$ cat src/rtl/seq_mult_8bit.sv
// Iterative 8x8 multiplier: one shift/add step per cycle through a single
// 8-bit carry-lookahead adder. Unsigned operands use radix-2 shift-add,
// signed operands use radix-2 Booth recoding. A run is 8 steps long.

// 8-bit carry-lookahead adder with carry-out and signed-overflow flag.
module cla_8bit (
    input  logic [7:0] a,
    input  logic [7:0] b,
    input  logic       c_in,
    output logic [7:0] s,
    output logic       cout,
    output logic       ovfl
);
    logic [7:0] g;
    logic [7:0] p;
    logic [8:0] c;

    assign c[0] = c_in;

    for (genvar gi = 0; gi < 8; gi++) begin : g_bit
        logic carry_term;

        assign g[gi] = a[gi] & b[gi];
        assign p[gi] = a[gi] ^ b[gi];

        // Each carry is expanded from the generate/propagate terms of all lower bits.
        always_comb begin
            carry_term = c_in;
            for (int j = 0; j <= gi; j++) begin
                carry_term = g[j] | (p[j] & carry_term);
            end
        end

        assign c[gi+1] = carry_term;
        assign s[gi]   = p[gi] ^ c[gi];
    end

    assign cout = c[8];
    assign ovfl = c[8] ^ c[7];
endmodule

module seq_mult_8bit #(
    parameter int WIDTH = 8,
    parameter int STEPS = 8
) (
    input  logic                 clk,
    input  logic                 rst,
    input  logic                 start,
    input  logic                 sgn,
    input  logic [WIDTH-1:0]     mcand,
    input  logic [WIDTH-1:0]     mplier,
    output logic                 busy,
    output logic                 done,
    output logic [2*WIDTH-1:0]   prod,
    output logic                 ovfl
);
    localparam int CW = $clog2(STEPS);
    localparam logic [CW-1:0] LAST = CW'(STEPS - 1);

    typedef enum logic [1:0] {
        S_IDLE = 2'd0,
        S_RUN  = 2'd1,
        S_DONE = 2'd2
    } state_t;

    state_t state_reg, state_next;

    logic [WIDTH-1:0]   a_reg;
    logic [WIDTH-1:0]   q_reg;
    logic [WIDTH-1:0]   m_reg;
    logic               q_m1_reg;
    logic               sgn_reg;
    logic [CW-1:0]      count_reg;
    logic [2*WIDTH-1:0] prod_reg;
    logic               ovfl_reg;

    // Adder interface and step results
    logic [WIDTH-1:0]   add_b;
    logic               add_cin;
    logic [WIDTH-1:0]   add_s;
    logic               add_cout;
    logic               add_ovfl;
    logic               do_add;
    logic [WIDTH-1:0]   sum;
    logic               shift_in;
    logic [WIDTH-1:0]   a_next;
    logic [WIDTH-1:0]   q_next;
    logic [2*WIDTH-1:0] prod_next;
    logic               ovfl_next;
    logic               last_step;

    // The adder is always driven; its result is only used on add/sub steps.
    cla_8bit u_cla (
        .a    (a_reg),
        .b    (add_b),
        .c_in (add_cin),
        .s    (add_s),
        .cout (add_cout),
        .ovfl (add_ovfl)
    );

    // Step decode: pick the adder operand, then form the shifted {A,Q}.
    always_comb begin
        do_add  = 1'b0;
        add_b   = m_reg;
        add_cin = 1'b0;
        if (sgn_reg) begin
            unique case ({q_reg[0], q_m1_reg})
                2'b01: do_add = 1'b1;
                2'b10: begin
                    do_add  = 1'b1;
                    add_b   = ~m_reg;
                    add_cin = 1'b1;
                end
                default: do_add = 1'b0;
            endcase
        end else begin
            do_add = q_reg[0];
        end

        sum = do_add ? add_s : a_reg;

        // Signed: true sign of the 9-bit result, which fixes the case where
        // the 8-bit sum overflowed (e.g. subtracting M=-128).
        if (sgn_reg) begin
            shift_in = sum[WIDTH-1] ^ (do_add & add_ovfl);
        end else begin
            shift_in = do_add & add_cout;
        end

        a_next    = {shift_in, sum[WIDTH-1:1]};
        q_next    = {sum[0], q_reg[WIDTH-1:1]};
        prod_next = {a_next, q_next};

        if (sgn_reg) begin
            ovfl_next = (prod_next[2*WIDTH-1:WIDTH] != {WIDTH{prod_next[WIDTH-1]}});
        end else begin
            ovfl_next = (prod_next[2*WIDTH-1:WIDTH] != '0);
        end
    end

    assign last_step = (state_reg == S_RUN) && (count_reg == LAST);

    // State register.
    always_ff @(posedge clk) begin
        if (rst) begin
            state_reg <= S_IDLE;
        end else begin
            state_reg <= state_next;
        end
    end

    // Next-state and status outputs.
    always_comb begin
        state_next = state_reg;
        busy       = 1'b0;
        done       = 1'b0;
        unique case (state_reg)
            S_IDLE: begin
                if (start) state_next = S_RUN;
            end
            S_RUN: begin
                busy = 1'b1;
                if (count_reg == LAST) state_next = S_DONE;
            end
            S_DONE: begin
                done       = 1'b1;
                state_next = S_IDLE;
            end
            default: state_next = S_IDLE;
        endcase
    end

    // Datapath: latch operands on accepted start, iterate in RUN, capture
    // the product and overflow flag on the final step.
    always_ff @(posedge clk) begin
        if (rst) begin
            a_reg     <= '0;
            q_reg     <= '0;
            m_reg     <= '0;
            q_m1_reg  <= 1'b0;
            sgn_reg   <= 1'b0;
            count_reg <= '0;
            prod_reg  <= '0;
            ovfl_reg  <= 1'b0;
        end else begin
            if (state_reg == S_IDLE && start) begin
                a_reg     <= '0;
                q_reg     <= mplier;
                m_reg     <= mcand;
                q_m1_reg  <= 1'b0;
                sgn_reg   <= sgn;
                count_reg <= '0;
            end else if (state_reg == S_RUN) begin
                a_reg     <= a_next;
                q_reg     <= q_next;
                q_m1_reg  <= q_reg[0];
                count_reg <= count_reg + CW'(1);
            end
            if (last_step) begin
                prod_reg <= prod_next;
                ovfl_reg <= ovfl_next;
            end
        end
    end

    assign prod = prod_reg;
    assign ovfl = ovfl_reg;
endmodule

$ cat config.mk
export PLATFORM = sky130hd
export DESIGN_NAME = seq_mult_8bit
export DESIGN_NICKNAME = d
export VERILOG_FILES = /design/src/rtl/seq_mult_8bit.sv
export SDC_FILE = /design/constraint.sdc
export NUM_CORES = 1
export LEC_CHECK = 0
export CAP_MARGIN = 20
export CORE_MARGIN = 2
export CORE_UTILIZATION = 32
export CTS_CLUSTER_SIZE = 20
export DETAILED_ROUTE_END_ITERATION = 7
export RECOVER_POWER = 25
export SKIP_LAST_GASP = 1
export SLEW_MARGIN = 20
export SYNTH_ARGS = -nofsm -noshare
export SYNTH_HDL_FRONTEND = slang
export SYNTH_SLANG_ARGS = --single-unit
$ cat constraint.sdc
create_clock -name clk -period 5.9 [get_ports clk]
set_input_delay 1.18 -clock clk [delete_from_list [all_inputs] [get_ports clk]]
set_output_delay 1.18 -clock clk [all_outputs]
set_load 0.02 [all_outputs]
# After elaboration in Yosys (flattened, before gate mapping)
# Cells that the tools add are included.
[classes] n_addsub=1 eq_ne=8 n_mux=16 bitwise_logic=45 reduce_logical=8
[ops] operator="8-bit two-way mux" n=5
[ops] operator="1-bit bitwise AND" n=18
[ops] operator="1-bit bitwise XOR" n=18
[ops] operator="1-bit two-way mux" n=8
[ops] operator="8-bit inequality test" n=1
[ops] operator="8-bit inverter" n=1
[ops] operator="1-bit OR" n=8
[ops] operator="8-bit nonzero test" n=1
[ops] operator="2-bit by 1-bit equality test with 1-bit output (second input constant)" n=2
[ops] operator="2-bit equality test (second input constant)" n=2
[ops] operator="2-bit two-way mux" n=2
[ops] operator="2-bit case mux with 2 select lines" n=1
[ops] operator="2-bit OR reduction" n=2
[ops] operator="3-bit by 1-bit adder with 3-bit output (second input constant)" n=1
[ops] operator="3-bit equality test (second input constant)" n=1
[ops] operator="1-bit logical AND" n=2
[ops] operator="2-bit logical NOT" n=1
[ops] operator="2-bit by 1-bit inequality test with 1-bit output (second input constant)" n=1
[ops] operator="2-bit inequality test (second input constant)" n=1
[ops] operator="2-bit AND reduction" n=1
[ops] operator="2-bit nonzero test" n=1
[word_totals] regBits=48 in_bits=20 out_inout_bits=19 word_cells=87

# Longest topological paths before layout
# Gate-level depths: netlist (run 1).
[logic_depth] depth_word=26 mapped_depth=17 mapped_depth_nobuf=17

# Modules after synthesis
# Synthesis (run 1) repeated with hierarchy kept, for this count alone.
[unflattened] hier_cells=266 hier_area_um2=2316.0
[modules_own_cells] mod="seq_mult_8bit" n_inst=1 cells_per_inst=247 area_each_um2=2109.5 seq_area_each_um2=960.9
[modules_own_cells] mod="cla_8bit" n_inst=1 cells_per_inst=19 area_each_um2=206.4 seq_area_each_um2=0.0

# Worst setup path after synthesis (run 1)
# No wires, ideal clock.
[synth_timing] path_kind="reg-to-reg" from="reg q_reg[0]" to="reg ovfl_reg (netlist: ovfl)" setup_ns=0.126 arrival_time_ns=5.060 required_ns=5.774 setup_slack_ns=0.714 stages_incl_launch_ff=17 n_path_buf=0 synth_period_minus_slack_ns=5.186 path_cell_list="dfxtp_1 > ha_1 > nand2_1 > xnor2_1 > fa_1 > fa_1 > fa_1 > fa_1 > fa_1 > fa_1 > fa_1 > fa_1 > xor2_1 > a22o_2 > a22oi_1 > a41o_1 > nor3_2"
[synth_between] elab_chain_cells=26 word_cells_on_any_way=58 classes_between="3 x eq/ne; 9 x mux; 44 x bitwise; 2 x reduce/logical"
[synth_lines] element="start, declared" line_no="69" source="logic [WIDTH-1:0] q_reg;"
[synth_lines] element="start signal, assigned" line_no="189" source="q_reg <= mplier;"
[synth_lines] element="start signal, assigned" line_no="196" source="q_reg <= q_next;"
[synth_lines] element="2-bit equality test" line_no="108" source="unique case ({q_reg[0], q_m1_reg})"
[synth_lines] element="8-bit two-way mux" line_no="108"
[synth_lines] element="8-bit two-way mux" line_no="107" source="if (sgn_reg) begin"
[synth_lines] element="1-bit bitwise XOR" line_no="24" source="assign p[gi] = a[gi] ^ b[gi];"
[synth_lines] element="1-bit bitwise AND" line_no="30" source="carry_term = g[j] | (p[j] & carry_term);"
[synth_lines] element="1-bit OR" line_no="30"
[synth_lines] element="1-bit bitwise AND" line_no="30"
[synth_lines] element="1-bit OR" line_no="30"
[synth_lines] element="[... 10 more ...]"
[synth_lines] element="1-bit bitwise AND" line_no="30"
[synth_lines] element="1-bit OR" line_no="30"
[synth_lines] element="1-bit bitwise XOR" line_no="39" source="assign ovfl = c[8] ^ c[7];"
[synth_lines] element="1-bit bitwise AND" line_no="126" source="shift_in = sum[WIDTH-1] ^ (do_add & add_ovfl);"
[synth_lines] element="1-bit bitwise XOR" line_no="126"
[synth_lines] element="1-bit two-way mux" line_no="125" source="if (sgn_reg) begin"
[synth_lines] element="8-bit inequality test or 8-bit nonzero test (tied branches)" line_no="136, 138"
[synth_lines] element="1-bit two-way mux (*)" line_no="135" source="if (sgn_reg) begin"
[synth_lines] element="end signal, assigned" line_no="202" source="ovfl_reg <= ovfl_next;"
[synth_lines] element="end, declared" line_no="75" source="logic ovfl_reg;"
# Every way passes the cells marked *; elsewhere a longest branch is shown, timed or not.
# A chain may end at the register's enable or synchronous reset.

# Final worst setup path (run 1)
[layout_timing] from="reg sgn_reg" to="reg ovfl_reg (netlist: ovfl)"
[layout_between] elab_chain_cells=24 word_cells_on_any_way=52 classes_between="1 x eq/ne; 6 x mux; 44 x bitwise; 1 x reduce/logical"
[layout_lines] element="start, declared" line_no="72" source="logic sgn_reg;"
[layout_lines] element="start signal, assigned" line_no="192" source="sgn_reg <= sgn;"
[layout_lines] element="8-bit two-way mux" line_no="107"
[layout_lines] element="1-bit bitwise XOR" line_no="24"
[layout_lines] element="1-bit bitwise AND" line_no="30"
[layout_lines] element="1-bit OR" line_no="30"
[layout_lines] element="1-bit bitwise AND" line_no="30"
[layout_lines] element="1-bit OR" line_no="30"
[layout_lines] element="1-bit bitwise AND" line_no="30"
[layout_lines] element="1-bit OR" line_no="30"
[layout_lines] element="[... 8 more ...]"
[layout_lines] element="1-bit bitwise AND" line_no="30"
[layout_lines] element="1-bit OR" line_no="30"
[layout_lines] element="1-bit bitwise XOR" line_no="39"
[layout_lines] element="1-bit bitwise AND" line_no="126"
[layout_lines] element="1-bit bitwise XOR" line_no="126"
[layout_lines] element="1-bit two-way mux" line_no="125"
[layout_lines] element="8-bit inequality test or 8-bit nonzero test (tied branches)" line_no="136, 138"
[layout_lines] element="1-bit two-way mux (*)" line_no="135"
# Marked as above.

==> flow_results.org, run 1 <==
** Clock network
- Once the clock tree was built, the setup fixing pass inserted 0 buffers.
- The H-tree was split into 2 levels.
- TritonCTS sink count :: 48
- The tree is rooted in a sky130_fd_sc_hd__clkbuf_8.
- Clock-pin slew was measured on the worst setup and hold paths at 80 ps.
- Source-to-sink clock delay at the later pin of the worst-skew pair :: 290 ps
- Clock tree from TritonCTS :: done
- Counting the buffers created by CTS gives 5.
- Hold repair after CTS inserted 0 buffers.
- Bufs on Longest Clock Path :: 2
- Number of instances resized during post-cts repair :: 0

** Floorplan
- The die is 87.64 um wide.
- Overall die area :: 7680 um^2
- The initial utilization of the core area, before any placement, comes to 0.3295.
- 39 I/O pins were placed.
- From bottom edge to top edge, the die measures 87.64 um.
- In this run the core area contains 30 standard-cell rows.
- In this run the standard cell core region covers 6794 um^2.

** Setup path
- Chain of cells forming the critical path :: nand2_1, xnor2_1, fa_1, fa_1, fa_1, fa_1, fa_1, fa_1, fa_1, fa_1, xor2_1, a22o_2, a22oi_1, a41o_1, nor3_2
- Worst EP required :: 6080 ps
- The worst register-to-register path has a setup slack of 380 ps.
- The worst register-to-register path has a depth of 15.
- The most critical setup path has its startpoint at sgn_reg$_SDFFE_PP0P_.
- Endpoint arrival time on the critical path :: 5690 ps
- Top fanout value on the critical path :: 9
- Most used cell, CP :: sky130_fd_sc_hd__fa_1
- The worst register-to-register path begins at sgn_reg$_SDFFE_PP0P_.
- Kind of cell adding the most delay to the critical path :: adder cells
- In this design, the stage delay of the slowest critical-path cell is 520 ps.
- The number of buffers and inverters on the critical path is 0.
- Slowest CP cell :: sky130_fd_sc_hd__fa_1
- The worst setup path is captured at a flip-flop.
- Worst setup SP type :: flip-flop
- The endpoint identified for the worst register-to-register timing path is ovfl$_SDFFE_PP0P_.
- Worst Path Class, Setup :: flip-flop to flip-flop

** Status
- Violations in the final reports :: max-capacitance violations, max-slew violations
- The run finished, with violations left.

** Final layout
- Number of diodes added for antenna fixing :: 0
- The register with the most flip-flops in the layout has 16 of them.
- Compared with the post-synthesis result, the final layout area differs by 24.99%.
- Leaving out fill and tap cells, the most frequent cell in the layout is sky130_fd_sc_hd__nand2_1.
- In the final design database the tool counted 314 nets.
- The library cells used most frequently in the layout, excluding fill and tap cells, are sky130_fd_sc_hd__nand2_1, sky130_fd_sc_hd__dfxtp_1, sky130_fd_sc_hd__clkdlybuf4s50_1.
- Of the cells placed in the final design, the portion with a size suffix greater than 1 is 0.06338.
- Final standard cell count with taps included and fillers excluded :: 380

** Worst hold path
- The path with the worst hold slack has its endpoint at prod[6]$_SDFFE_PP0P_.
- Tightest Hold Check Type :: flip-flop to flip-flop
- Hold-critical path depth :: 2
- Hold Crit Start :: prod[6]$_SDFFE_PP0P_

** GRT
- The number of antenna violations at the first check in global routing is 0.
- In the global route stage, overall resource usage came out at 0.1277.
- GRT Residual Overflow :: 0
- Wire length of the first global-routing pass :: 7.803 mm
- The number of global-route vias before repair came to 1682.
- Pin count of the biggest net entering global routing :: 38

** Synth
- Number of distinct library cells after synthesis :: 38
- Of all cell types, the one taking the most synthesized area is sky130_fd_sc_hd__dfxtp_1.
- Per-instance average area after synthesis :: 8.954 um^2
- The share of synthesized area in the top cell type comes to 0.4293.
- Total number of yosys warnings :: 0
- Syn Std Cell Area :: 2238 um^2
- Synthesis handed over a netlist of 250 instances.
- Synthesis-stage register bit count :: 48
- Largest cells by area after synthesis :: sky130_fd_sc_hd__dfxtp_1, sky130_fd_sc_hd__nand2_1, sky130_fd_sc_hd__fa_1, sky130_fd_sc_hd__a21oi_1, sky130_fd_sc_hd__a211oi_1
- Sequential fraction of the synthesis area :: 0.4293
- The number of nets handed over by synthesis was 281.

** Timing
- Slew of the pin with the lowest slew margin :: 1638 ps
- Final setup viols :: 0
- Largest clock skew in the final design :: 3.334 ps
- Min Clock Period, post-route :: 5515 ps
- Slew margin rel. :: -0.09229
- Final critical-path share of the clock period :: 0.9348
- Setup repair after global routing left no endpoint under its margin.
- Summed negative setup slack over all endpoints :: 0 ps
- Number of failing hold endpoints at the final stage :: 0
- The number of max-slew violations in the final report was 38.
- Maximum achievable frequency :: 181.3 MHz

** Route
- Total Routed Length :: 4.602 mm
- Vias/cell :: 4.663
- After the first detailed-routing iteration, the DRC count stood at 71.
- After detailed routing, the number of remaining DRC violations is 0.
- Final antenna-violating net count :: 0
- The detailed router placed 1772 vias in this run.
- Average routed wire per standard cell :: 12.11 um
- The first detailed-routing pass ran for 4 iterations.

** Place
- Placed Instances :: 372
- The wire-length estimate of the detail-placed layout is 3.326 mm.
- GP Congestion :: 0.8214
- Input/output buffers :: 38

** Power and ir drop
- The worst-case IR drop observed on VDD is 0.1407 mV.
- Power density cells :: 248.7 nW/um^2
- Summed over all cells, the static leakage comes to 0.9761 nW.

** Job
- Max-cap violations in this run came to 1.
report_power, final:
| group | internal, mW | switching, mW |
|---|---|---|
| combinational | 0.0435 | 0.0509 |
| sequential | 0.336 | 0.0125 |
| clock | 0.150 | 0.104 |
routing by layer:
layer	GRT usage	part of all wire
met1	0.1853	0.54
met2	0.1921	0.42
met3	0.03110	0.030
met4	0.02937	0.013
met5	0	0
synthesized netlist by cell type, drive strengths merged:
| library cell | n |
|---|---|
| nand2 | 49 |
| dfxtp | 48 |
| a21oi | 28 |
| nor2 | 25 |
| a211oi | 17 |
| buf | 12 |
| a22oi | 9 |
| mux2i | 9 |
| xnor2 | 9 |
| fa | 8 |
| inv | 4 |
| ha | 3 |
| nand2b | 3 |
| nor4 | 3 |
| o21ai | 3 |
| clkbuf | 2 |
| mux2 | 2 |
| nand3 | 2 |
| nand4 | 2 |
| nor2b | 2 |
| or4 | 2 |
| a22o | 1 |
| a41o | 1 |
| and2 | 1 |
| nor3 | 1 |
| nor3b | 1 |
| o22ai | 1 |
| or2 | 1 |
| xor2 | 1 |
through the flow:
stage	hold slack, ps	util	setup WS [ps]	instance area (um^2)	power (mW)
final	456.3	0.4118	384.7	2798	0.6958
after global routing	475.6	0.4118	125.4	2798	0.7265
after CTS	458.7	0.4123	384.7	2801	0.7078
after detailed placement	446.3	0.3937	434.7	2675	0.4510
after global placement	443.9	0.3937	527.3	2675	0.4493
after floorplan	436.3	-	713.7	2238	0.4210
kinds of logic after synthesis:
| kind of cell | count (synthesis) | synth area share |
|---|---|---|
| flip-flops | 48 | 0.4293 |
| XOR/XNOR | 10 | 0.03913 |
| adder cells (fa/ha/maj) | 11 | 0.08832 |
| AND/OR/NAND/NOR | 92 | 0.1811 |
| AO/OA/AOI/OAI | 60 | 0.1699 |
| buffers and inverters | 18 | 0.04193 |
| multiplexers | 11 | 0.05031 |
worst register-to-register path, delay by kind of cell (launching register included):
family                     cells  cell delay (ps)
adders and majority gates      8             3370
and+or+nand+nor                2              380
DFF                            1              490
AOI/OAI and AO/OA              3              740
xor gates and xnor gates       2              440
final cells by class:
cell class / instances / area (um^2)
clock inverters: 1 / 30.03
clock buffers: 7 / 96.34
fillers: 700 / 3996
flip-flops and latches: 48 / 960.9
repair buffers: 40 / 391.6
well taps: 96 / 120.1
multi-input cells: 184 / 1184
inverters: 4 / 15.01
how the worst max path moves through the flow:
stage / endpoint / slack [ps] / cells past startpoint
floorplan: ovfl$_SDFFE_PP0P_ / 710 / 16
global placement: ovfl$_SDFFE_PP0P_ / 530 / 16
detailed placement: ovfl$_SDFFE_PP0P_ / 430 / 16
CTS: ovfl$_SDFFE_PP0P_ / 380 / 16
global route: ovfl$_SDFFE_PP0P_ / 130 / 16
finish: ovfl$_SDFFE_PP0P_ / 380 / 15
Note: power is estimated with default switching activity, not from simulation.
==> run 2, diff against run 1 <==
--- a/config.mk
+++ b/config.mk
@@ -8,6 +8,7 @@
 export CAP_MARGIN = 20
 export CORE_MARGIN = 2
 export CORE_UTILIZATION = 32
+export CTS_CLUSTER_DIAMETER = 100
 export CTS_CLUSTER_SIZE = 20
 export DETAILED_ROUTE_END_ITERATION = 7
 export RECOVER_POWER = 25
@@ -15,4 +16,5 @@
 export SLEW_MARGIN = 20
 export SYNTH_ARGS = -nofsm -noshare
 export SYNTH_HDL_FRONTEND = slang
+export SYNTH_HIERARCHICAL = 1
 export SYNTH_SLANG_ARGS = --single-unit
==> flow_results.org, run 2 <==
** Clock network
- In this run, post-CTS repair resized a total of 0 instances.
- Clock tree from TritonCTS :: done
- H-Tree Level Count :: 2
- Clock tree synthesis inserted a total of 5 buffers.
- The cell sitting at the root of the clock tree is a sky130_fd_sc_hd__clkbuf_8.
- Hold-fix buffers, CTS :: 0
- Clock transition at the register clock pins on the worst setup and hold paths after CTS :: 90 ps
- Source-to-sink clock delay at the later pin of the worst-skew pair :: 310 ps
- CTS saw 48 sinks.
- No sink is reached through more buffers than the 2 on the longest clock path.
- Buffers added to address setup during post-CTS repair amount to 0.

** Route
- After the first detailed-routing iteration, the DRC count stood at 112.
- Number of optimization iterations in the first detailed-route pass :: 4
- Via Count :: 1907
- Once detail routing completed, the nets flagged for antenna violations numbered 0.
- In the final routed layout, each cell accounts on average for 13.00 um.
- Residual DRC :: 0
- Wires add up to 5.161 mm.
- Using the TritonRoute via totals, the vias-per-cell ratio works out to 4.804.

** GRT
- Via count of the first global-routing pass :: 1849
- The number of antenna violations at the first check in global routing was 0.
- Pin count of the biggest net entering global routing :: 38
- GRT Residual Overflow :: 0
- Wire length of the first global-routing pass :: 8.880 mm
- Global-route total usage across every layer :: 0.1461

** Synth
- Ranking of synthesized cells by instance count :: sky130_fd_sc_hd__dfxtp_1, sky130_fd_sc_hd__nand2_1, sky130_fd_sc_hd__nor2_1, sky130_fd_sc_hd__a21oi_1, sky130_fd_sc_hd__a211oi_1
- Synthesized-area fraction occupied by xor and xnor cells :: 0.04160
- Synth Flop Type :: sky130_fd_sc_hd__dfxtp_1
- Of the synthesized area, sequential elements account for 0.4149.
- Yosys mapped a number of flops with a built-in enable equal to 0.
- Adder and majority gate portion of the synthesized area :: 0.08536
- Share of the synthesized area in the top cell type :: 0.4149
- FFs w/ async S/R, synth :: 0
- Dominant combinational cell family by area after synthesis :: simple AND/OR/NAND/NOR gates
- The synthesized-area fraction occupied by ao, oa, aoi and oai cells was 0.1621.
- Of the total synthesized cell area, the portion taken by AND, OR, NAND and NOR gates is 0.1891.
- Syn Nets :: 297
- Synthesis handed over a netlist of 266 instances.
- sky130_fd_sc_hd__dfxtp_1 takes more of the synthesized area than any other cell.
- By area the synthesized netlist is led by sky130_fd_sc_hd__dfxtp_1, sky130_fd_sc_hd__nand2_1, sky130_fd_sc_hd__fa_1, sky130_fd_sc_hd__a21oi_1, sky130_fd_sc_hd__nor2_1.
- Number of distinct library cells after synthesis :: 33
- Syn Std Cell Area :: 2316 um^2
- Most frequently used cell type in the post-synthesis netlist :: sky130_fd_sc_hd__dfxtp_1
- The Yosys step of the flow raised 6 warnings.
- Multiplexer fraction of the synthesized cell area :: 0.04322
- Per-instance average area after synthesis :: 8.707 um^2
- Synthesis-stage register bit count :: 48

** Floorplan
- # rows :: 31
- The die is 89.07 um tall.
- The initial utilization of the core area, before any placement, comes to 0.3245.
- 39 I/O pins were placed.
- Die width :: 89.07 um
- The floorplan step defined a die boundary enclosing 7933 um^2.
- The region available for standard cell placement spans 7137 um^2.

** Setup path
- Slowest CP cell :: sky130_fd_sc_hd__dfxtp_1
- Worst Path Class, Setup :: flip-flop to flip-flop
- The worst setup path is launched from a flip-flop.
- Counting both buffers and inverters, the worst setup path holds a total of 4.
- Crit end category :: flip-flop
- Chain of cells forming the critical path :: ha_1, nand2_1, xnor2_1, inv_1, fa_1, inv_1, fa_1, fa_1, fa_1, fa_1, fa_1, fa_1, inv_1, fa_1, inv_1, xor2_1, mux2_4, a221oi_1, nor3_1
- Most used cell, CP :: sky130_fd_sc_hd__fa_1
- Top fanout value on the critical path :: 9
- At the worst endpoint, the arrival time is 5530 ps.
- For this run, the slowest stage of the critical path takes 500 ps.
- Kind of cell adding the most delay to the critical path :: adder cells
- STA puts the critical path data required time at 6030 ps.

** Timing
- At the pin with the least slew margin, the transition time is 1678 ps.
- Largest clock skew in the final design :: 7.182 ps
- Timing would allow up to 185.2 MHz.
- Summed negative setup slack over all endpoints :: 0 ps
- Final critical-path share of the clock period :: 0.9150
- Setup violations remaining at the end of the flow were counted as 0.
- Min Clock Period, post-route :: 5399 ps
- Slew margin rel. :: -0.1190
- RSZ-0062 raised after global routing :: no
- The hold violation count in the final report is 0.
- The number of max-slew violations in the final report came to 38.

** Final layout
- After the last flow step, the layout net total stands at 328.
- The top cell types in the final layout, fill and taps aside, are sky130_fd_sc_hd__dfxtp_1, sky130_fd_sc_hd__nand2_1, sky130_fd_sc_hd__clkdlybuf4s50_1.
- Number of diodes added for antenna fixing :: 0
- Area of combinational cells with multiple inputs :: 1207 um^2
- Sequential cell area in the final layout :: 960.9 um^2
- Final standard cell count with taps included and fillers excluded :: 397
- Max reg flops :: 16
- Counting the fill cells in the layout gives 751.
- Layout cell share with drive strength beyond 1 :: 0.05034
- Most common library cell in the layout ignoring fill and taps :: sky130_fd_sc_hd__dfxtp_1
- Relative to the synthesized area, the layout overhead comes to 22.91%.

** Job
- Maxcap violations :: 1

** Place
- Input/output buffers :: 38
- The wire-length estimate of the detail-placed layout is 3.614 mm.
- GP Congestion :: 0.8850
- Placed Instances :: 389

** Status
- Status :: finished with violations
- The final reports fail on max-capacitance violations, max-slew violations.

** Power and ir drop
- Largest vdd supply drop :: 0.1158 mV
- Power density cells :: 248.4 nW/um^2
- Summed over all cells, the static leakage comes to 1.009 nW.

** Worst hold path
- Tightest Hold Check Type :: flip-flop to flip-flop
[run 2: stage by stage]
stage	power [mW]	area [um^2]	worst slack, ps	hold slack (ps)	utilization
after detailed placement	0.4620	2729	550.0	447.2	0.3824
final	0.7070	2846	501.3	455.4	0.3988
after global placement	0.4604	2729	731.1	445.3	0.3824
after CTS	0.7129	2850	542.7	460.4	0.3994
after floorplan	0.4327	2316	931.5	440.0	-
after global routing	0.7415	2846	191.8	478.2	0.3988
[run 2: final cells by class]
class,count,area share
clock buffers,6,0.02901
clock inverters,2,0.01363
inverters,13,0.01714
multi-input cells,190,0.4242
flip-flops and latches,48,0.3376
well taps,99,0.04352
repair buffers,39,0.1349
[run 2: worst paths after layout]
| check | from | endpoint | slack, ps | cells past startpoint |
|---|---|---|---|---|
| min | prod[3]$_SDFFE_PP0P_ | prod[3]$_SDFFE_PP0P_ | 460 | 2 |
| max reg2reg | q_reg[0]$_SDFFE_PP0P_ | prod[15]$_SDFFE_PP0P_ | 500 | 19 |
| max | q_reg[0]$_SDFFE_PP0P_ | prod[15]$_SDFFE_PP0P_ | 500 | 19 |
| min reg2reg | prod[3]$_SDFFE_PP0P_ | prod[3]$_SDFFE_PP0P_ | 460 | 2 |
[run 2: power breakdown]
group	switching (mW)	internal, mW
logic	0.0579	0.0463
registers	0.0138	0.336
clock network	0.114	0.139
[run 2: worst register-to-register path: cells and delay by family, from the launching register on]
family / cells / cell delay [ps]
buffers and inverters: 4 / 380
adders and majority gates: 9 / 3120
muxes: 1 / 280
AOI/OAI and AO/OA: 1 / 270
DFF: 1 / 500
and+or+nand+nor: 2 / 350
xor gates and xnor gates: 2 / 320
[run 2: logic make-up after synthesis]
group | after synthesis
fa+ha+maj | 11
flops | 48
simple gates | 100
xor+xnor | 11
compound gates | 59
buf+inv | 28
mux | 9
[run 2: layer usage]
| metal | track usage | vias to the layer above | wire length [um] |
|---|---|---|---|
| li1 | - | 963 | - |
| met4 | 0.06106 | 0 | 103 |
| met3 | 0.02493 | 6 | 197 |
| met1 | 0.2025 | 899 | 2483 |
| met5 | 0 | - | 0 |
| met2 | 0.2259 | 39 | 2377 |
==> run 3, diff against run 2 <==
--- a/config.mk
+++ b/config.mk
@@ -9,10 +9,9 @@
 export CORE_MARGIN = 2
 export CORE_UTILIZATION = 32
 export CTS_CLUSTER_DIAMETER = 100
-export CTS_CLUSTER_SIZE = 20
+export CTS_CLUSTER_SIZE = 40
 export DETAILED_ROUTE_END_ITERATION = 7
 export RECOVER_POWER = 25
-export SKIP_LAST_GASP = 1
 export SLEW_MARGIN = 20
 export SYNTH_ARGS = -nofsm -noshare
 export SYNTH_HDL_FRONTEND = slang
==> results of run 3 <==
The final DEF is identical to that of run 2; final timing and power are the same.
